### config.mk
export PLATFORM = sky130hd
export DESIGN_NAME = spad_drain
export DESIGN_NICKNAME = d
export VERILOG_FILES = /design/src/rtl/spad_pkg.sv /design/src/rtl/spad_drain_fifo.sv /design/src/rtl/spad_drain.sv
export SDC_FILE = /design/constraint.sdc
export NUM_CORES = 1
export LEC_CHECK = 0
export ABC_AREA = 1
export ABC_CLOCK_PERIOD_IN_PS = 3850
export CAP_MARGIN = 15
export CELL_PAD_IN_SITES_DETAIL_PLACEMENT = 1
export CELL_PAD_IN_SITES_GLOBAL_PLACEMENT = 1
export CORE_ASPECT_RATIO = 1.4
export CORE_MARGIN = 5
export CORE_UTILIZATION = 29
export DETAILED_ROUTE_END_ITERATION = 10
export GPL_TIMING_DRIVEN = 0
export PLACE_DENSITY = 0.69
export SYNTH_ARGS = -nofsm -noshare
export SYNTH_HDL_FRONTEND = slang
export SYNTH_HIERARCHICAL = 1
export SYNTH_SLANG_ARGS = --single-unit
### constraint.sdc
create_clock -name clk -period 3.85 [get_ports clk]
set_input_delay 0.385 -clock clk [delete_from_list [all_inputs] [get_ports clk]]
set_output_delay 0.385 -clock clk [all_outputs]
set_load 0.01 [all_outputs]
### src/rtl/spad_pkg.sv
// Shared defaults and drain FSM state encoding for the scratchpad read-out engine.
package spad_pkg;

    localparam int unsigned SPAD_AW_DEF = 8;
    localparam int unsigned SPAD_DW_DEF = 32;

    typedef enum logic [1:0] {
        IDLE,
        READ,
        DRAIN,
        FINISH
    } drain_state_e;

endpackage

### src/rtl/spad_drain_fifo.sv
// Synchronous first-word-fall-through FIFO; rdata shows the head entry (zero when empty).
module spad_drain_fifo #(
    parameter int unsigned DEPTH = 4,
    parameter int unsigned WIDTH = 32,
    parameter int unsigned CW    = $clog2(DEPTH + 1)
) (
    input  logic             clk,
    input  logic             reset,
    input  logic             push,
    input  logic [WIDTH-1:0] wdata,
    input  logic             pop,
    output logic [WIDTH-1:0] rdata,
    output logic [CW-1:0]    count,
    output logic             empty,
    output logic             full
);

    localparam int unsigned PW = (DEPTH > 1) ? $clog2(DEPTH) : 1;

    logic [WIDTH-1:0] mem_q [DEPTH];
    logic [PW-1:0]    wr_ptr_q, rd_ptr_q;
    logic [CW-1:0]    count_q;
    logic             push_ok, pop_ok;

    assign empty   = (count_q == '0);
    assign full    = (count_q == CW'(DEPTH));
    assign count   = count_q;
    assign push_ok = push && !full;
    assign pop_ok  = pop && !empty;
    assign rdata   = empty ? '0 : mem_q[rd_ptr_q];

    function automatic logic [PW-1:0] ptr_inc(input logic [PW-1:0] p);
        return (p == PW'(DEPTH - 1)) ? '0 : p + 1'b1;
    endfunction

    always_ff @(posedge clk) begin
        if (reset) begin
            wr_ptr_q <= '0;
            rd_ptr_q <= '0;
            count_q  <= '0;
        end else begin
            if (push_ok) wr_ptr_q <= ptr_inc(wr_ptr_q);
            if (pop_ok)  rd_ptr_q <= ptr_inc(rd_ptr_q);
            case ({push_ok, pop_ok})
                2'b10:   count_q <= count_q + 1'b1;
                2'b01:   count_q <= count_q - 1'b1;
                default: count_q <= count_q;
            endcase
        end
    end

    always_ff @(posedge clk) begin
        if (push_ok) mem_q[wr_ptr_q] <= wdata;
    end

endmodule

### src/rtl/spad_drain.sv
// Scratchpad read-out engine: drains count words from base onto a valid/ready stream.
// Optional SPAD_DRAIN_SUM_EN adds a running sum of all transferred words on port sum.
module spad_drain
    import spad_pkg::*;
#(
    parameter int unsigned SPAD_AW    = SPAD_AW_DEF,
    parameter int unsigned SPAD_DW    = SPAD_DW_DEF,
    parameter int unsigned FIFO_DEPTH = 4
) (
    input  logic               clk,
    input  logic               reset,
    input  logic               start,
    input  logic [SPAD_AW-1:0] base,
    input  logic [SPAD_AW:0]   count,
    output logic               busy,
    output logic               done,
    output logic               mem_en,
    output logic               mem_we,
    output logic [SPAD_AW-1:0] mem_addr,
    output logic [SPAD_DW-1:0] mem_di,
    input  logic [SPAD_DW-1:0] mem_dout,
    output logic               out_valid,
    input  logic               out_ready,
    output logic [SPAD_DW-1:0] out_data,
    output logic               out_last
`ifdef SPAD_DRAIN_SUM_EN
    ,
    output logic [SPAD_DW-1:0] sum
`endif
);

    localparam int unsigned CNT_W = SPAD_AW + 1;
    localparam int unsigned FCW   = $clog2(FIFO_DEPTH + 1);

    drain_state_e       state_q, state_d;
    logic [SPAD_AW-1:0] base_q;
    logic [CNT_W-1:0]   count_q, issued_q, beats_q;
    logic               inflight_q;
    logic [FCW-1:0]     fifo_count;
    logic [FCW:0]       occ;
    logic               fifo_empty, fifo_full, pop, accept;

    assign mem_we    = 1'b0;
    assign mem_di    = '0;
    assign out_valid = !fifo_empty;
    assign pop       = out_valid && out_ready;
    assign out_last  = out_valid && (beats_q == count_q - 1'b1);
    assign accept    = (state_q == IDLE) && start;
    // Words already owed to the FIFO: buffered now plus the one read landing this cycle.
    assign occ       = (FCW + 1)'(fifo_count) + (FCW + 1)'(inflight_q);
    assign mem_addr  = mem_en ? base_q + issued_q[SPAD_AW-1:0] : '0;

    always_comb begin
        state_d = state_q;
        mem_en  = 1'b0;
        busy    = 1'b0;
        done    = 1'b0;
        case (state_q)
            IDLE: begin
                if (start) begin
                    busy    = 1'b1;
                    state_d = (count == '0) ? FINISH : READ;
                end
            end
            READ: begin
                busy = 1'b1;
                if (issued_q < count_q && occ < (FCW + 1)'(FIFO_DEPTH) && !fifo_full) begin
                    mem_en = 1'b1;
                end
                if (issued_q + CNT_W'(mem_en) == count_q) state_d = DRAIN;
            end
            DRAIN: begin
                busy = 1'b1;
                if (!inflight_q && (fifo_empty || (fifo_count == FCW'(1) && pop))) begin
                    state_d = FINISH;
                end
            end
            FINISH: begin
                done    = 1'b1;
                state_d = IDLE;
            end
            default: state_d = IDLE;
        endcase
    end

    always_ff @(posedge clk) begin
        if (reset) begin
            state_q    <= IDLE;
            base_q     <= '0;
            count_q    <= '0;
            issued_q   <= '0;
            beats_q    <= '0;
            inflight_q <= 1'b0;
        end else begin
            state_q    <= state_d;
            inflight_q <= mem_en;
            if (accept) begin
                base_q   <= base;
                count_q  <= count;
                issued_q <= '0;
                beats_q  <= '0;
            end else begin
                if (mem_en) issued_q <= issued_q + 1'b1;
                if (pop)    beats_q  <= beats_q + 1'b1;
            end
        end
    end

    spad_drain_fifo #(
        .DEPTH (FIFO_DEPTH),
        .WIDTH (SPAD_DW),
        .CW    (FCW)
    ) u_fifo (
        .clk   (clk),
        .reset (reset),
        .push  (inflight_q),
        .wdata (mem_dout),
        .pop   (pop),
        .rdata (out_data),
        .count (fifo_count),
        .empty (fifo_empty),
        .full  (fifo_full)
    );

`ifdef SPAD_DRAIN_SUM_EN
    logic [SPAD_DW-1:0] sum_q;

    always_ff @(posedge clk) begin
        if (reset || accept) begin
            sum_q <= '0;
        end else if (pop) begin
            sum_q <= sum_q + out_data;
        end
    end

    assign sum = sum_q;
`endif

endmodule

# [After elaboration in Yosys (flattened, before gate mapping)]
# Memory sizes are Yosys's and may differ from the RTL's. A register that Yosys moved wholly into a read port is not among the register bits.
# Cells that the tools add are included.
[classes] n_eq_ne=14 mux=20 n_lt_le_gt_ge=2 n_addsub=10 n_reduce_logical=20
[op_table] op="32-bit 2-to-1 mux" n=1
[op_table] op="9-bit by 1-bit adder with 9-bit output (second input constant)" n=2
[op_table] op="9-bit equality test" n=2
[op_table] op="2-bit 2-to-1 mux" n=8
[op_table] op="2-bit equality test (second input constant)" n=5
[op_table] op="9-bit by 1-bit adder with 9-bit output" n=1
[op_table] op="1-bit logical AND" n=9
[op_table] op="9-bit zero test" n=1
[op_table] op="9-bit less-than comparator" n=1
[op_table] op="9-bit by 1-bit subtractor with 9-bit output (second input constant)" n=1
[op_table] op="8-bit adder" n=1
[op_table] op="8-bit 2-to-1 mux" n=1
[op_table] op="2-bit case mux with 4 select lines" n=1
[op_table] op="1-bit 2-to-1 mux" n=7
[op_table] op="2-bit != test (second input constant)" n=3
[op_table] op="3-bit case mux with 2 select lines" n=1
[op_table] op="2-bit by 1-bit adder with 2-bit output (second input constant)" n=2
[op_table] op="3-bit by 1-bit adder with 4-bit output" n=1
[op_table] op="2-bit by 1-bit equality test with 1-bit output (second input constant)" n=2
[op_table] op="4-bit by 3-bit less-than comparator with 1-bit output (second input constant)" n=1
[op_table] op="2-bit OR reduction" n=2
[op_table] op="3-bit by 1-bit adder with 3-bit output (second input constant)" n=1
[op_table] op="3-bit by 1-bit equality test with 1-bit output (second input constant)" n=1
[op_table] op="3-bit equality test (second input constant)" n=1
[op_table] op="other kinds (8)" n=10
[word_totals] regBits=45 ramBits=128 mem_count=1 out_inout_bits=78 inputBits=53
[mem_list] memory="u_fifo.mem_q" depth=4 word_bits=32 read_ports=1 rd_ports_with_merged_regs=1 wr=1 line_no="spad_drain_fifo.sv:20" source="logic [WIDTH-1:0] mem_q [DEPTH];"

# [Depth between registers and ports, before layout]
[depth] ltp_word=10 ltp_mapped=22 ltp_nobuf=22

# [Modules after synthesis]
# Netlist, hierarchy kept.
[modules_own_cells] mod="spad_drain_fifo" seq_area_each_um2=4023.9 n_inst=1 cells_per_inst=480 area_per_inst_um2=5540.3
[modules_own_cells] mod="spad_drain" seq_area_each_um2=760.7 n_inst=1 cells_per_inst=444 area_per_inst_um2=3037.9

# [Worst setup path after synthesis]
# Ideal clock, no wire load.
[synth_path] path_type="register -> register" start="register count_q[7]" end="register state_q[0]" period_less_slack_ns=2.543 path_stages_with_launch=23 arrival_time_ns=2.428 required_ns=3.735 setup_ns=0.115 setup_slack_ns=1.307 cell_sequence="dfxtp_1 inv_1 ha_1 nand2_1 nor2_1 o211ai_2 nand3_1 nor3_1 ha_1 ha_1 inv_1 nand2_1 nand2_1 nor2_1 nand2_1 nor2_1 nand2_1 nor2_1 nand3_1 nand2_1 nand3_1 nand2_1 nor2_1"
[synth_via] elab_chain_cells=9
[synth_lines] element="from (decl)" line_no="spad_drain.sv:37" source="logic [CNT_W-1:0] count_q, issued_q, beats_q;"
[synth_lines] element="from (signal assigned)" line_no="spad_drain.sv:99" source="count_q <= count;"
[synth_lines] element="9-bit less-than comparator" line_no="spad_drain.sv:67" source="if (issued_q < count_q && occ < (FCW + 1)'(FIFO_DEPTH) && !fifo_full) begin"
[synth_lines] element="1-bit logical AND (2 in series)" line_no="spad_drain.sv:67"
[synth_lines] element="1-bit 2-to-1 mux" line_no="spad_drain.sv:67"
[synth_lines] element="1-bit 2-to-1 mux" line_no="spad_drain.sv:58" source="case (state_q)"
[synth_lines] element="9-bit by 1-bit adder with 9-bit output" line_no="spad_drain.sv:70" source="if (issued_q + CNT_W'(mem_en) == count_q) state_d = DRAIN;"
[synth_lines] element="9-bit equality test (*)" line_no="spad_drain.sv:70"
[synth_lines] element="2-bit != test (no source line) (*)"
[synth_lines] element="3-bit AND reduction (no source line) (*)"
[synth_lines] element="to (signal assigned)" line_no="spad_drain.sv:95" source="state_q <= state_d;"
[synth_lines] element="to (decl)" line_no="spad_drain.sv:35" source="drain_state_e state_q, state_d;"
# Every way passes the cells marked *; elsewhere a longest branch is shown, timed or not. The select of a mux whose other input is x is not followed.
# A chain may end at the register's enable or synchronous reset.

# [Worst setup path after layout]
[layout_path] start="register count_q[8]" end="output port mem_addr[4]"
[layout_via] elab_chain_cells=7
[layout_lines] element="9-bit less-than comparator" line_no="spad_drain.sv:67"
[layout_lines] element="1-bit logical AND (2 in series)" line_no="spad_drain.sv:67"
[layout_lines] element="1-bit 2-to-1 mux" line_no="spad_drain.sv:67"
[layout_lines] element="1-bit 2-to-1 mux (2 in series)" line_no="spad_drain.sv:58"
[layout_lines] element="8-bit 2-to-1 mux" line_no="spad_drain.sv:51" source="assign mem_addr = mem_en ? base_q + issued_q[SPAD_AW-1:0] : '0;"
[layout_lines] element="to (decl)" line_no="spad_drain.sv:19" source="output logic [SPAD_AW-1:0] mem_addr,"
# Every way passes these cells. The select of a mux whose other input is x is not followed.

==> impl_metrics.toml <==
[die]
placementRows = 74
core-area_um2 = 29200
die_y_um = 214
pin_count = 131
die_x_um = 155
dieArea_um2 = 33200
start_util_pct = 29.4

[clock_tree]
postCtsSetupRepairBufs = 0
clk_pin_slew_worst_paths_ps = 70
cts_max_level = 4
root_buffer = "clkbuf_16"
clkSinkCount = 175
cts_buffers = 17
postCtsHoldBufs = 0
clk_latency_ps = 420
cts_buffer_depth = 2
cts_tree = "built"
cts_resized = 0

[sta]
drv_slew = 0
finalHoldViolCount = 0
setup-violations-final = 0
final.period_utilization_pct = 88.8
layout_setup_ws_ps = 432
worst_pin_slew_ps = 623
fin_crit_ps = 3420
fin_worst_skew_ps = 13.3
relSlewSlack_pct = 58.5
fmax_mhz = 293
rsz0062_at_grt = "false"

[detailed_routing]
drt-met1-wl_mm = 9.28
wl_met2_mm = 12.2
drt-initial-drc-count = 200
ant_nets = 0
via_per_inst = 4.55
wl_per_cell_um = 15.6
post-route-drc-count = 0
top_layer = "met4"
drt-pass1-iter-count = 4
vias = 6685
wl_mm = 22.9
wl_met3_um = 802

[layout]
fin_util_pct = 37.2
fin_nets = 1162
synthToLayoutAreaGrowth_pct = 26.5
fillCellCount = 3400
final_cell_mix = "nand2_1 (220), nor2_1 (135), edfxtp_1 (128)"
drive_above_1_share_pct = 10.8
final_area_um2 = 10800
diodes = 0
final_common_cell = "nand2_1"

[global_routing]
grtUsageTotal_pct = 13.8
grt_start_max_net_pins = 26
grt_pass1_vias = 7063
antenna_found_initial = 0
grt_pass1_wl_mm = 36.0
globalRouteOverflowTotal = 0

[yosys]
ys.flop_type = "edfxtp_1"
yosysUniqueCellTypes = 43
synth-async-reset-ratio_pct = 0
synth-seq-cells = 175
synth_area_um2 = 8580
syn_avg_cell_area_um2 = 9.28
synth_top_family_by_area = "simple AND/OR/NAND/NOR gates"
yosysWarnings = 6
ys_seq_area_share_pct = 55.8
synth_compound_area_share_pct = 9.61
yosys.area_share.xor_xnor_pct = 2.35
synthSimpleGateAreaFrac_pct = 19.0
synth_fa_ha_area_share_pct = 4.99
synthCells = 924
synth-edff-count = 128
synthMuxAreaShare_pct = 0

[power_and_ir_drop]
pwr_density_cell_nw_per_um2 = 556
worst_ir_drop_vdd_mv = 0.290
leakage_nw = 4.31

[hold_path]
hp-class = "register to register"

[run]
drv_cap = 0

[setup_path]
crit_path_end_kind = "output pin"
start_kind = "register"
critPathKind = "register to output pin"
critPathArrivalTime_ps = 3030
path_max_fanout = 10
cp.required_ps = 3460
reg2reg_slack_ps = 580

[place]
portBuffers = 97
hpwl_mm = 16.8
globalplace.congestion = 0.859
placed_area_um2 = 10300
place_ws_ps = 575

[status]
status = "finished clean"
[cell families (layout without fill, tap and decap cells)]
| family | Yosys count | after routing |
|---|---|---|
| other | 1 | 33 |
| XOR/XNOR | 23 | 23 |
| flip-flops | 175 | 175 |
| adder cells (fa/ha/maj) | 33 | 33 |
| AND/OR/NAND/NOR | 408 | 408 |
| buffers and inverters | 132 | 264 |
| AO/OA/AOI/OAI | 152 | 152 |
[worst paths after layout]
path / start / end / cells past startpoint
setup / recovery: count_q[8] / mem_addr[4] / 12
hold reg to reg: base_q[0] / base_q[0] / 2
setup reg to reg: count_q[8] / state_q[0] / 20
hold / removal: base_q[0] / base_q[0] / 2
[per-stage QoR]
stage          hold WS, ps  TNS, ps  total power [W]  cells
2_1_floorplan          457        0          0.00349    956
3_3_place_gp           493    -1080          0.00428   1433
3_5_place_dp           504        0          0.00435   1437
4_1_cts                515        0          0.00612   1468
5_1_grt                555        0          0.00642   1468
6_report               511        0          0.00603   1468
[flip-flops by register name (all words and copies together), names as in the netlist, 2 cells and up, named ones only]
register and cells:
count_q 9, base_q 8, state_q 2, u_fifo/mem_q 128, beats_q 9, u_fifo/count 3, u_fifo/rd_ptr_q 2, issued_q 9
u_fifo/wr_ptr_q 2
[worst max-delay path, cell delays in order (launching register included)]
cell             delay (ps)
dfxtp_1                 400
inv_1                    80
ha_1                    320
a21oi_1                 180
o21a_1                  190
nand3_1                 140
nor2_2                  130
nand3_2                 180
clkinv_2                130
buf_8                   150
o21ai_2                  60
a21oi_2                 100
clkdlybuf4s50_1         550
[Yosys cell counts, drive strengths merged (5+ instances only)]
library cell	n	share of area, %
a21oi	76	4.8
edfxtp	128	45
nand2	228	10
buf	52	4.7
nand4	5	0.36
xnor2	5	0.51
ha	31	4.5
nand3	25	1.5
xor2	18	1.8
clkbuf	12	0.55
dfxtp	47	11
nor2	142	6.4
inv	65	2.8
o21ai	65	3.8
[where the power goes]
part           internal, W  switching, W
sequential         0.00220      0.000123
clock             0.000980      0.000767
combinational     0.000787       0.00117
[per-layer routing]
metal  vias to the layer above  global-route usage (%)
met5                         -                       0
met4                         0                    5.04
met3                        30                    2.24
met2                       136                    26.2
met1                      3222                    15.4
li1                       3297                       -
[layout make-up]
class                           count  area (µm²)  area share, %
Sequential cell                   175        4780           44.1
Multi-Input combinational cell    649        3240           29.9
Timing Repair Buffer              101        1050           9.69
Tap cell                          380         475           4.38
Buffer                             64         448           4.13
Clock buffer                       17         425           3.92
Inverter                           68         256           2.36
Clock inverter                     14         169           1.56
No activity file was read; power rests on OpenSTA's default activity.
